$ cat config.mk
export PLATFORM = sky130hd
export DESIGN_NAME = alu_issue_stage
export DESIGN_NICKNAME = d
export VERILOG_FILES = /design/src/rtl/alu_issue_stage_pkg.sv /design/src/rtl/alu_issue_stage_decode.sv /design/src/rtl/alu_issue_stage.sv
export SDC_FILE = /design/constraint.sdc
export NUM_CORES = 1
export LEC_CHECK = 0
export ABC_AREA = 0
export BUFFER_PORTS_ARGS = -buffer_cell sky130_fd_sc_hd__buf_2
export CAP_MARGIN = 20
export CORE_UTILIZATION = 43
export CTS_BUF_LIST = sky130_fd_sc_hd__clkbuf_16
export DETAILED_ROUTE_END_ITERATION = 10
export GPL_ROUTABILITY_DRIVEN = 0
export GPL_TIMING_DRIVEN = 0
export PLACE_DENSITY = 0.74
export SYNTH_ARGS = -nofsm -noshare
export SYNTH_HDL_FRONTEND = slang
export SYNTH_SLANG_ARGS = --single-unit
$ cat constraint.sdc
create_clock -name clk -period 2.6 [get_ports clk]
set_input_delay 0.52 -clock clk [delete_from_list [all_inputs] [get_ports clk]]
set_output_delay 0.52 -clock clk [all_outputs]
set_load 0.05 [all_outputs]
$ cat src/rtl/alu_issue_stage_pkg.sv
// Shared constants and the decoded-instruction record for the RV32I ALU issue stage.
// OP codes match the execute ALU's operation encoding.
package alu_issue_stage_pkg;

    localparam logic [3:0] OP_ADD   = 4'b0000;
    localparam logic [3:0] OP_SUB   = 4'b0001;
    localparam logic [3:0] OP_AND   = 4'b0010;
    localparam logic [3:0] OP_OR    = 4'b0011;
    localparam logic [3:0] OP_SLTU  = 4'b0100;
    localparam logic [3:0] OP_SLL   = 4'b0101;
    localparam logic [3:0] OP_XOR   = 4'b0110;
    localparam logic [3:0] OP_SRA   = 4'b0111;
    localparam logic [3:0] OP_AUIPC = 4'b1000;
    localparam logic [3:0] OP_JAL   = 4'b1001;
    localparam logic [3:0] OP_SRL   = 4'b1010;
    localparam logic [3:0] OP_SLT   = 4'b1100;
    localparam logic [3:0] OP_LUI   = 4'b1101;
    localparam logic [3:0] OP_BNE   = 4'b1110;
    localparam logic [3:0] OP_BGEU  = 4'b1111;

    localparam logic [6:0] OPC_LUI    = 7'b0110111;
    localparam logic [6:0] OPC_AUIPC  = 7'b0010111;
    localparam logic [6:0] OPC_JAL    = 7'b1101111;
    localparam logic [6:0] OPC_JALR   = 7'b1100111;
    localparam logic [6:0] OPC_BRANCH = 7'b1100011;
    localparam logic [6:0] OPC_LOAD   = 7'b0000011;
    localparam logic [6:0] OPC_STORE  = 7'b0100011;
    localparam logic [6:0] OPC_OP_IMM = 7'b0010011;
    localparam logic [6:0] OPC_OP     = 7'b0110011;

    localparam logic [6:0] F7_BASE = 7'b0000000;
    localparam logic [6:0] F7_ALT  = 7'b0100000;

    typedef struct packed {
        logic [31:0] a;
        logic [31:0] b;
        logic [3:0]  op;
        logic [31:0] imm;
        logic [4:0]  rd;
        logic        reg_write;
        logic        is_branch;
        logic        branch_inv;
        logic        is_jump;
        logic        mem_rd;
        logic        mem_wr;
        logic        illegal;
    } issue_t;

    function automatic logic [31:0] sext12(input logic [11:0] v);
        return {{20{v[11]}}, v};
    endfunction

endpackage

$ cat src/rtl/alu_issue_stage_decode.sv
// Purely combinational RV32I decode: instruction word, pc and register data into ALU
// operands, OP code and the side-band control bits carried to later stages.
module alu_issue_stage_decode
    import alu_issue_stage_pkg::*;
(
    input  logic [31:0] instr,
    input  logic [31:0] pc,
    input  logic [31:0] rs1_data,
    input  logic [31:0] rs2_data,
    output issue_t      dec
);

    logic [6:0]  opcode;
    logic [2:0]  funct3;
    logic [6:0]  funct7;
    logic [31:0] imm_i;
    logic [31:0] imm_s;
    logic [31:0] imm_b;
    logic [31:0] imm_j;
    logic        writes_rd;
    logic        bad;

    assign opcode = instr[6:0];
    assign funct3 = instr[14:12];
    assign funct7 = instr[31:25];
    assign imm_i  = sext12(instr[31:20]);
    assign imm_s  = sext12({instr[31:25], instr[11:7]});
    assign imm_b  = {{19{instr[31]}}, instr[31], instr[7], instr[30:25], instr[11:8], 1'b0};
    assign imm_j  = {{11{instr[31]}}, instr[31], instr[19:12], instr[20], instr[30:21], 1'b0};

    // Field decode; any unsupported encoding collapses to a clean illegal record at the end.
    always_comb begin
        dec       = '0;
        writes_rd = 1'b0;
        bad       = 1'b0;
        dec.rd    = instr[11:7];
        dec.a     = rs1_data;
        case (opcode)
            OPC_OP: begin
                dec.b     = rs2_data;
                writes_rd = 1'b1;
                case ({funct7, funct3})
                    {F7_BASE, 3'b000}: dec.op = OP_ADD;
                    {F7_ALT,  3'b000}: dec.op = OP_SUB;
                    {F7_BASE, 3'b001}: begin dec.op = OP_SLL; dec.b = {27'd0, rs2_data[4:0]}; end
                    {F7_BASE, 3'b010}: dec.op = OP_SLT;
                    {F7_BASE, 3'b011}: dec.op = OP_SLTU;
                    {F7_BASE, 3'b100}: dec.op = OP_XOR;
                    {F7_BASE, 3'b101}: begin dec.op = OP_SRL; dec.b = {27'd0, rs2_data[4:0]}; end
                    {F7_ALT,  3'b101}: begin dec.op = OP_SRA; dec.b = {27'd0, rs2_data[4:0]}; end
                    {F7_BASE, 3'b110}: dec.op = OP_OR;
                    {F7_BASE, 3'b111}: dec.op = OP_AND;
                    default:           bad = 1'b1;
                endcase
            end
            OPC_OP_IMM: begin
                dec.b     = imm_i;
                dec.imm   = imm_i;
                writes_rd = 1'b1;
                case (funct3)
                    3'b000: dec.op = OP_ADD;
                    3'b010: dec.op = OP_SLT;
                    3'b011: dec.op = OP_SLTU;
                    3'b100: dec.op = OP_XOR;
                    3'b110: dec.op = OP_OR;
                    3'b111: dec.op = OP_AND;
                    3'b001: begin
                        dec.op = OP_SLL;
                        dec.b  = {27'd0, instr[24:20]};
                        if (funct7 == F7_BASE) bad = 1'b0;
                        else                   bad = 1'b1;
                    end
                    3'b101: begin
                        dec.b = {27'd0, instr[24:20]};
                        if (funct7 == F7_BASE)     dec.op = OP_SRL;
                        else if (funct7 == F7_ALT) dec.op = OP_SRA;
                        else                       bad = 1'b1;
                    end
                    default: bad = 1'b1;
                endcase
            end
            OPC_LOAD: begin
                dec.b     = imm_i;
                dec.imm   = imm_i;
                writes_rd = 1'b1;
                case (funct3)
                    3'b000, 3'b001, 3'b010, 3'b100, 3'b101: dec.mem_rd = 1'b1;
                    default:                                bad = 1'b1;
                endcase
            end
            OPC_STORE: begin
                dec.b   = imm_s;
                dec.imm = imm_s;
                case (funct3)
                    3'b000, 3'b001, 3'b010: dec.mem_wr = 1'b1;
                    default:                bad = 1'b1;
                endcase
            end
            OPC_BRANCH: begin
                // taken = ALU carry-out XOR branch_inv in execute
                dec.b         = rs2_data;
                dec.imm       = imm_b;
                dec.is_branch = 1'b1;
                case (funct3)
                    3'b000:  dec.op = OP_ADD;
                    3'b001:  dec.op = OP_BNE;
                    3'b100:  dec.op = OP_SLT;
                    3'b101:  begin dec.op = OP_SLT;  dec.branch_inv = 1'b1; end
                    3'b110:  begin dec.op = OP_BGEU; dec.branch_inv = 1'b1; end
                    3'b111:  dec.op = OP_BGEU;
                    default: bad = 1'b1;
                endcase
            end
            OPC_JAL: begin
                dec.a       = pc;
                dec.b       = imm_j;
                dec.imm     = imm_j;
                dec.op      = OP_JAL;
                dec.is_jump = 1'b1;
                writes_rd   = 1'b1;
            end
            OPC_JALR: begin
                dec.b       = imm_i;
                dec.imm     = imm_i;
                dec.is_jump = 1'b1;
                writes_rd   = 1'b1;
                if (funct3 == 3'b000) bad = 1'b0;
                else                  bad = 1'b1;
            end
            OPC_LUI: begin
                dec.a     = {12'd0, instr[31:12]};
                dec.b     = 32'd0;
                dec.imm   = {instr[31:12], 12'd0};
                dec.op    = OP_LUI;
                writes_rd = 1'b1;
            end
            OPC_AUIPC: begin
                dec.a     = pc;
                dec.b     = {12'd0, instr[31:12]};
                dec.imm   = {instr[31:12], 12'd0};
                dec.op    = OP_AUIPC;
                writes_rd = 1'b1;
            end
            default: bad = 1'b1;
        endcase
        if (bad) begin
            dec         = '0;
            dec.illegal = 1'b1;
        end else begin
            dec.reg_write = writes_rd && (dec.rd != 5'd0);
        end
    end

endmodule

$ cat src/rtl/alu_issue_stage.sv
// Issue stage in front of the RV32I execute ALU: decode plus a single-entry pipeline
// register with valid/ready handshake and flush.
module alu_issue_stage
    import alu_issue_stage_pkg::*;
#(
    parameter int XLEN = 32
) (
    input  logic            clk,
    input  logic            rst,
    input  logic            in_valid,
    output logic            in_ready,
    input  logic [31:0]     instr,
    input  logic [XLEN-1:0] pc,
    input  logic [XLEN-1:0] rs1_data,
    input  logic [XLEN-1:0] rs2_data,
    input  logic            flush,
    output logic            out_valid,
    input  logic            out_ready,
    output logic [XLEN-1:0] alu_a,
    output logic [XLEN-1:0] alu_b,
    output logic [3:0]      alu_op,
    output logic [XLEN-1:0] imm,
    output logic [4:0]      rd,
    output logic            reg_write,
    output logic            is_branch,
    output logic            branch_inv,
    output logic            is_jump,
    output logic            mem_rd,
    output logic            mem_wr,
    output logic            illegal
);

    issue_t dec;
    issue_t held;

    alu_issue_stage_decode u_decode (
        .instr    (instr),
        .pc       (pc),
        .rs1_data (rs1_data),
        .rs2_data (rs2_data),
        .dec      (dec)
    );

    assign in_ready = !out_valid || out_ready;

    // Pipeline register: flush beats accept; a consume and an accept on one edge reload directly.
    always_ff @(posedge clk) begin
        if (rst) begin
            out_valid <= 1'b0;
            held      <= '0;
        end else if (flush) begin
            out_valid <= 1'b0;
        end else if (in_ready) begin
            out_valid <= in_valid;
            if (in_valid) begin
                held <= dec;
            end
        end
    end

    assign alu_a      = held.a;
    assign alu_b      = held.b;
    assign alu_op     = held.op;
    assign imm        = held.imm;
    assign rd         = held.rd;
    assign reg_write  = held.reg_write;
    assign is_branch  = held.is_branch;
    assign branch_inv = held.branch_inv;
    assign is_jump    = held.is_jump;
    assign mem_rd     = held.mem_rd;
    assign mem_wr     = held.mem_wr;
    assign illegal    = held.illegal;

endmodule

==> results of run 1 <==
[worst min path at each step]
stage               slack (ns)                    from                      to  cells past startpoint
floorplan                 0.60                   flush  out_valid$_SDFFE_PP0P_                      1
global placement          0.43    imm[28]$_SDFFE_PP0P_    imm[28]$_SDFFE_PP0P_                      2
detailed placement        0.44  alu_a[18]$_SDFFE_PP0P_  alu_a[18]$_SDFFE_PP0P_                      2
CTS                       0.29                   flush  out_valid$_SDFFE_PP0P_                      2
global route              0.30                   flush  out_valid$_SDFFE_PP0P_                      2
finish                    0.29                   flush  out_valid$_SDFFE_PP0P_                      2
[per-layer routing]
metal / global-route usage / vias to the layer above / part of all wire
met5: 0 / - / 0
li1: - / 3095 / -
met1: 0.3994 / 3074 / 0.38
met3: 0.08147 / 76 / 0.10
met4: 0.1795 / 0 / 0.043
met2: 0.5369 / 424 / 0.47
[worst max-delay path, stage by stage, from the launching register on]
cell and delay (ns):
sky130_fd_sc_hd__dfxtp_1 0.32, sky130_fd_sc_hd__nor2b_1 0.22, sky130_fd_sc_hd__nor3b_1 0.13, sky130_fd_sc_hd__nor2_2 0.47, sky130_fd_sc_hd__clkbuf_1 0.50, sky130_fd_sc_hd__clkbuf_1 0.49
sky130_fd_sc_hd__nand2_1 0.13, sky130_fd_sc_hd__o31ai_1 0.09
[cell type report]
class / instances / area [µm²] / share of cell area
repair buffers: 241 / 1206 / 0.1577
plain buffers: 63 / 287.8 / 0.03762
flip-flops and latches: 113 / 2262 / 0.2957
multi-input cells: 502 / 3044 / 0.3979
clock inverters: 14 / 171.4 / 0.02241
well taps: 172 / 215.2 / 0.02813
inverters: 10 / 37.54 / 0.004907
clock buffers: 17 / 425.4 / 0.05561
[sequential cells by signal, indices dropped and copies added, names as in the netlist, 4 cells and up]
register / flops
rd: 5
alu_a: 32
imm: 32
alu_b: 32
alu_op: 4
[layout by cell type, fill, tap and decap left out, types with 23 or more instances in the layout]
cell type / Yosys / routed
sky130_fd_sc_hd__buf_2: 17 / 258
sky130_fd_sc_hd__o21ai_2: 30 / 30
sky130_fd_sc_hd__o21ai_0: 46 / 46
sky130_fd_sc_hd__nand2_1: 136 / 136
sky130_fd_sc_hd__o31ai_1: 28 / 28
sky130_fd_sc_hd__clkbuf_1: 42 / 42
sky130_fd_sc_hd__a21oi_1: 52 / 52
sky130_fd_sc_hd__dfxtp_1: 113 / 113
sky130_fd_sc_hd__a22o_1: 23 / 23
[report_power, final]
group	switching [µW]	internal, µW	total (µW)
clock	831	1570	2410
combinational	315	160	475
sequential	4.18	1740	1740
total	1150	3480	4630
[repair_timing]
action,4_1_cts,5_1_grt
setup endpoints to repair,12,0
setup buffers,0,0
endpoints found under the hold margin,0,0
resized for setup,2,0
[logic make-up after synthesis]
logic type,synth area share
AND/OR/NAND/NOR,0.1824
flip-flops,0.4022
XOR/XNOR,0.004673
multiplexers,0.002002
AO/OA/AOI/OAI,0.3508
buffers and inverters,0.05784
[metrics by stage]
stage / hold slack [ns] / area, µm² / cells / setup WS (ns) / util
detailed placement: 0.4354 / 7041 / 1100 / -0.4034 / 0.5556
global route: 0.2988 / 7650 / 1132 / 0.01130 / 0.6037
floorplan: 0.5993 / 5624 / 688 / 0.1031 / -
finish: 0.2932 / 7650 / 1132 / 0.1387 / 0.6037
CTS: 0.2884 / 7645 / 1131 / 0.1865 / 0.6033
global placement: 0.4299 / 7041 / 1100 / -0.3985 / 0.5556
==> out/qor.log, run 1 <==
INFO  power          vdd_ir_drop_max=0.0004608V
INFO  die            die_h=116.4µm
INFO  synth          ys_warn_count=0
INFO  power          power.total=4626µW
INFO  global_route   gr-total-overflow=0
INFO  clock_tree     cts-htree-levels=4
INFO  synth          synthTopCellsByCount=sky130_fd_sc_hd__nand2_1 (136), sky130_fd_sc_hd__dfxtp_1 (113), sky130_fd_sc_hd__a21oi_1 (52)
INFO  timing         report.final.slew_viol_count=0
INFO  global_route   grt_max_degree=17
INFO  routing        drt_drc_violations_left=0
INFO  synth          number_of_instances_in_the_synthesized_netlist=688
INFO  die            io_pins=247
INFO  final_layout   antenna_cells_inserted=0
INFO  clock_tree     root_buffer=sky130_fd_sc_hd__clkbuf_16
INFO  routing        routed_wirelength=22660µm
INFO  final_layout   fill_cells=1188
INFO  setup_path     critPathCaptureType=flip-flop
INFO  routing        via_per_inst=5.891
INFO  job            drv_cap=0
INFO  timing         worst_clock_skew=0.006997ns
INFO  synth          synth_area=5624µm²
INFO  synth          post_syn_area_per_cell=8.175µm²
INFO  clock_tree     cts_tree=done
INFO  synth          synth_most_common_cell=sky130_fd_sc_hd__nand2_1
INFO  synth          synth.top_cell.area_share=0.4022
INFO  place          io_buffers=240
INFO  setup_path     critical_path_required=2.92ns
INFO  timing         timing.max_slew.rel_slack=0.3403
INFO  timing         setup_total_negative_slack=0ns
INFO  timing         fmaxAchievable=0.4063GHz
INFO  die            initial_core_util=0.4439
INFO  final_layout   post_route_cells_drive_above_1_share=0.3427
INFO  synth          number_of_synthesized_flops_with_an_enable_pin=0
INFO  clock_tree     cts_hold_bufs=0
INFO  global_route   global_route_wire_length_before_repair=33110µm
INFO  die            die_area=13540µm²
INFO  clock_tree     cts.clk_slew.worst_paths=0.05ns
INFO  setup_path     critical_path_class=reg -> reg
INFO  synth          seq_area_frac_synth=0.4022
INFO  power          power.leakage=0.003327µW
INFO  synth          netlist.top_cell.by_area=sky130_fd_sc_hd__dfxtp_1
INFO  clock_tree     numCtsBuffers=17
INFO  synth          synthTopCellsByArea=sky130_fd_sc_hd__dfxtp_1 (40%), sky130_fd_sc_hd__nand2_1 (9.1%), sky130_fd_sc_hd__o21ai_2 (4.7%)
INFO  die            core_area=12670µm²
INFO  routing        firstDrtPassIters=9
INFO  timing         grt_setup_unrepaired=no
INFO  global_route   first_global_vias=6077
INFO  timing         final_hold_violation_count=0
INFO  routing        drt_iter0_markers=761
INFO  synth          ys_ff_latch=113
INFO  place          dp.final_hpwl=16970µm
INFO  final_layout   area.growth.synth_to_final=36.02%
INFO  global_route   grt_util_all_layers=0.3296
INFO  timing         post-route-period-util=0.9466
INFO  setup_path     ff2ff_path_depth=7
INFO  die            die_width=116.4µm
INFO  setup_path     rr_endpoint=is_jump$_SDFFE_PP0P_
INFO  setup_path     critical_path_peak_fanout=10
INFO  clock_tree     insertion_delay=0.41ns
INFO  routing        avgRoutedWirePerCell=20.02µm
INFO  setup_path     worstSetupStartpoint=out_valid$_SDFFE_PP0P_
INFO  routing        dr_total_vias=6669
INFO  synth          synth_fp_nets=821
INFO  global_route   grt_antenna_before_repair=0
INFO  power          power.density_cell_area=604.7nW/µm²
INFO  setup_path     rr_startpoint=out_valid$_SDFFE_PP0P_
INFO  timing         setup_viol=0
INFO  setup_path     rrSetupSlack=0.14ns
INFO  min_path       hp-class=in -> reg
INFO  final_layout   num-nets-final=1081
INFO  timing         layout_min_cycle_time=2.461ns
INFO  clock_tree     clkSinkCount=113
INFO  setup_path     worst-endpoint-arrival=2.78ns
INFO  setup_path     worst_setup_path_start_kind=flip-flop
INFO  outcome        status=finished clean
INFO  synth          async_reset_ff_frac=0
INFO  clock_tree     deepest_clock_path_buffer_count=2
INFO  synth          synth.lib_cells_used.distinct=58
INFO  setup_path     setup.worst_path.end=is_jump$_SDFFE_PP0P_
INFO  timing         worstMarginPinSlew=0.9806ns
INFO  synth          synth_ff_type=sky130_fd_sc_hd__dfxtp_1
INFO  routing        drtAntennaViolNets=0
INFO  die            placement_rows=41
(Power assumes the default switching activity.)
==> run 2, diff against run 1 <==
--- a/config.mk
+++ b/config.mk
@@ -13,7 +13,8 @@
 export DETAILED_ROUTE_END_ITERATION = 10
 export GPL_ROUTABILITY_DRIVEN = 0
 export GPL_TIMING_DRIVEN = 0
-export PLACE_DENSITY = 0.74
+export PLACE_DENSITY_LB_ADDON = 0.12
+export SETUP_SLACK_MARGIN = 0.4
 export SYNTH_ARGS = -nofsm -noshare
 export SYNTH_HDL_FRONTEND = slang
 export SYNTH_SLANG_ARGS = --single-unit
==> run 2 against run 1 <==
Clock skew is essentially flat. Flip-flop and latch count is the same. Worst hold slack lost 0.0029 ns. Core utilization grew 0.77 points. Critical endpoint is now alu_a[28]$_SDFFE_PP0P_. Largest cell class unchanged. Largest power group unchanged. Highest routed layer unchanged.
==> out/qor.log, run 2 (synthesis results as in run 1) <==
INFO  outcome        status=finished clean [unchanged]
INFO  final_layout   final-instance-count-excl-fill=1137 [was 1132]
INFO  power          power.density_cell_area=551.9nW/µm² [was 604.7 nW/µm²]
INFO  global_route   grt_antenna_before_repair=0 [unchanged]
INFO  clock_tree     deepest_clock_path_buffer_count=2 [unchanged]
INFO  routing        via_per_inst=5.797 [was 5.891]
INFO  final_layout   layout_commonest_cell=sky130_fd_sc_hd__buf_2 [unchanged]
INFO  global_route   grt_max_degree=17 [unchanged]
INFO  power          vdd_ir_drop_max=0.0004515V [was 0.0004608 V]
INFO  routing        firstDrtPassIters=6 [was 9]
INFO  routing        routed_wirelength=22020µm [was 22660 µm]
INFO  routing        drt_iter0_markers=572 [was 761]
INFO  routing        avgRoutedWirePerCell=19.37µm [was 20.02 µm]
INFO  clock_tree     cts_tree=done [unchanged]
INFO  global_route   grt_util_all_layers=0.3199 [was 0.3296]
INFO  power          power.total=4276µW [was 4626 µW]
INFO  die            die_h=116.4µm [unchanged]
INFO  clock_tree     root_buffer=sky130_fd_sc_hd__clkbuf_16 [unchanged]
INFO  global_route   first_global_vias=5746 [was 6077]
INFO  timing         grt_setup_unrepaired=yes [was no]
INFO  timing         setup_viol=0 [unchanged]
INFO  routing        drt_drc_violations_left=0 [unchanged]
INFO  final_layout   num-nets-final=1087 [was 1081]
INFO  setup_path     critical_path_peak_fanout=10 [unchanged]
INFO  setup_path     critical_path_required=2.95ns [was 2.92 ns]
INFO  final_layout   post-route-util=0.6114 [was 0.6037]
INFO  die            die_width=116.4µm [unchanged]
INFO  setup_path     critPathCaptureType=flip-flop [unchanged]
INFO  min_path       hp-class=in -> reg [unchanged]
INFO  die            die_area=13540µm² [unchanged]
INFO  setup_path     critical_path_class=in -> reg [was reg -> reg]
INFO  die            core_area=12670µm² [unchanged]
INFO  timing         worst_clock_skew=0.006842ns [was 0.006997 ns]
INFO  clock_tree     insertion_delay=0.42ns [was 0.41 ns]
INFO  timing         layout_min_cycle_time=2.160ns [was 2.461 ns]
INFO  timing         report.final.slew_viol_count=0 [unchanged]
INFO  clock_tree     cts_hold_bufs=0 [unchanged]
INFO  die            placement_rows=41 [unchanged]
INFO  timing         post-route-period-util=0.8307 [was 0.9466]
INFO  final_layout   post_route_cells_drive_above_1_share=0.3772 [was 0.3427]
INFO  power          power.leakage=0.003393µW [was 0.003327 µW]
INFO  global_route   gr-total-overflow=0 [unchanged]
INFO  final_layout   most-common-layout-cells=sky130_fd_sc_hd__buf_2 (253), sky130_fd_sc_hd__nand2_1 (136), sky130_fd_sc_hd__dfxtp_1 (112) [was sky130_fd_sc_hd__buf_2 (258), sky130_fd_sc_hd__nand2_1 (136), sky130_fd_sc_hd__dfxtp_1 (113)]
INFO  timing         final_hold_violation_count=0 [unchanged]
INFO  final_layout   antenna_cells_inserted=0 [unchanged]
INFO  timing         timing.max_slew.rel_slack=0.4440 [was 0.3403]
INFO  clock_tree     clkSinkCount=113 [unchanged]
INFO  timing         fmaxAchievable=0.4630GHz [was 0.4063 GHz]
INFO  setup_path     rrSetupSlack=0.47ns [was 0.14 ns]
INFO  clock_tree     cts-htree-levels=4 [unchanged]
INFO  timing         timing.final.ws_setup=0.4403ns [was 0.1387 ns]
INFO  clock_tree     numCtsBuffers=17 [unchanged]
INFO  place          dp_cells=1100 [unchanged]
INFO  setup_path     worst_setup_path_start_kind=primary input [was flip-flop]
INFO  routing        dr_total_vias=6591 [was 6669]
INFO  final_layout   area.growth.synth_to_final=37.75% [was 36.02%]
INFO  place          io_buffers=240 [unchanged]
INFO  job            drv_cap=0 [unchanged]
INFO  final_layout   fill_cells=1216 [was 1188]
INFO  place          dpl_worst_slack=-0.4855ns [was -0.4034 ns]
INFO  clock_tree     cts.clk_slew.worst_paths=0.05ns [about the same]
INFO  place          dp.final_hpwl=16650µm [was 16970 µm]
INFO  timing         worstMarginPinSlew=0.8340ns [was 0.9806 ns]
INFO  global_route   global_route_wire_length_before_repair=32130µm [was 33110 µm]
INFO  die            io_pins=247 [unchanged]
INFO  routing        drtAntennaViolNets=0 [unchanged]
INFO  setup_path     worst-endpoint-arrival=2.51ns [was 2.78 ns]
INFO  die            initial_core_util=0.4439 [unchanged]
[run 2: timing repair]
| action | CTS | global route |
|---|---|---|
| gates cloned | 0 | 0 |
| setup endpoints to repair | 111 | 107 |
| gates resized for setup | 16 | 36 |
| pin swaps | 0 | 4 |
| setup buffers | 1 | 6 |
[run 2: path summary, 6_finish.rpt]
check,end,from,cells past startpoint
max,alu_a[28]$_SDFFE_PP0P_,instr[28],8
min reg2reg,imm[17]$_SDFFE_PP0P_,imm[17]$_SDFFE_PP0P_,2
max reg2reg,alu_a[28]$_SDFFE_PP0P_,out_valid$_SDFFE_PP0P_,8
min,out_valid$_SDFFE_PP0P_,flush,2
[run 2: routing by layer]
metal,wire [µm],part of all wire,vias to the layer above,GRT usage
met5,0,0,-,0
met4,562,0.026,0,0.1154
met3,2145,0.097,36,0.08147
met2,10340,0.47,361,0.5136
met1,8971,0.41,3081,0.4142
li1,-,-,3113,-
[run 2: power by group]
part | switching (µW) | internal, µW | total (µW)
Combinational | 319 | 170 | 489
Clock | 780 | 1260 | 2040
Sequential | 3.52 | 1740 | 1740
Total | 1100 | 3170 | 4280
[run 2: critical path, cell delays in order]
cell                       delay (ns)
sky130_fd_sc_hd__clkbuf_4        0.21
sky130_fd_sc_hd__nor4_4          0.42
sky130_fd_sc_hd__nand2_2         0.15
sky130_fd_sc_hd__a31o_1          0.22
sky130_fd_sc_hd__or4_1           0.52
sky130_fd_sc_hd__buf_6           0.17
sky130_fd_sc_hd__buf_6           0.15
sky130_fd_sc_hd__o21ai_2         0.13
[run 2: final cells by class]
| class | instances | area (µm²) | share of cell area |
|---|---|---|---|
| buffer | 63 | 319.1 | 0.04118 |
| clock buffer | 17 | 425.4 | 0.05491 |
| clock inverter | 13 | 81.33 | 0.01050 |
| inverter | 10 | 37.54 | 0.004845 |
| multi-input combinational | 502 | 3147 | 0.4062 |
| sequential | 113 | 2266 | 0.2925 |
| tap | 172 | 215.2 | 0.02778 |
| timing repair buffer | 247 | 1256 | 0.1621 |
[run 2: metrics by stage]
| step | setup TNS [ns] | area, µm² | hold WS [ns] |
|---|---|---|---|
| floorplan | 0 | 5639 | 0.5894 |
| global placement | -32.75 | 7056 | 0.4308 |
| detailed placement | -36.43 | 7056 | 0.4344 |
| CTS | 0 | 7632 | 0.2792 |
| global route | 0 | 7747 | 0.2886 |
| finish | 0 | 7747 | 0.2903 |
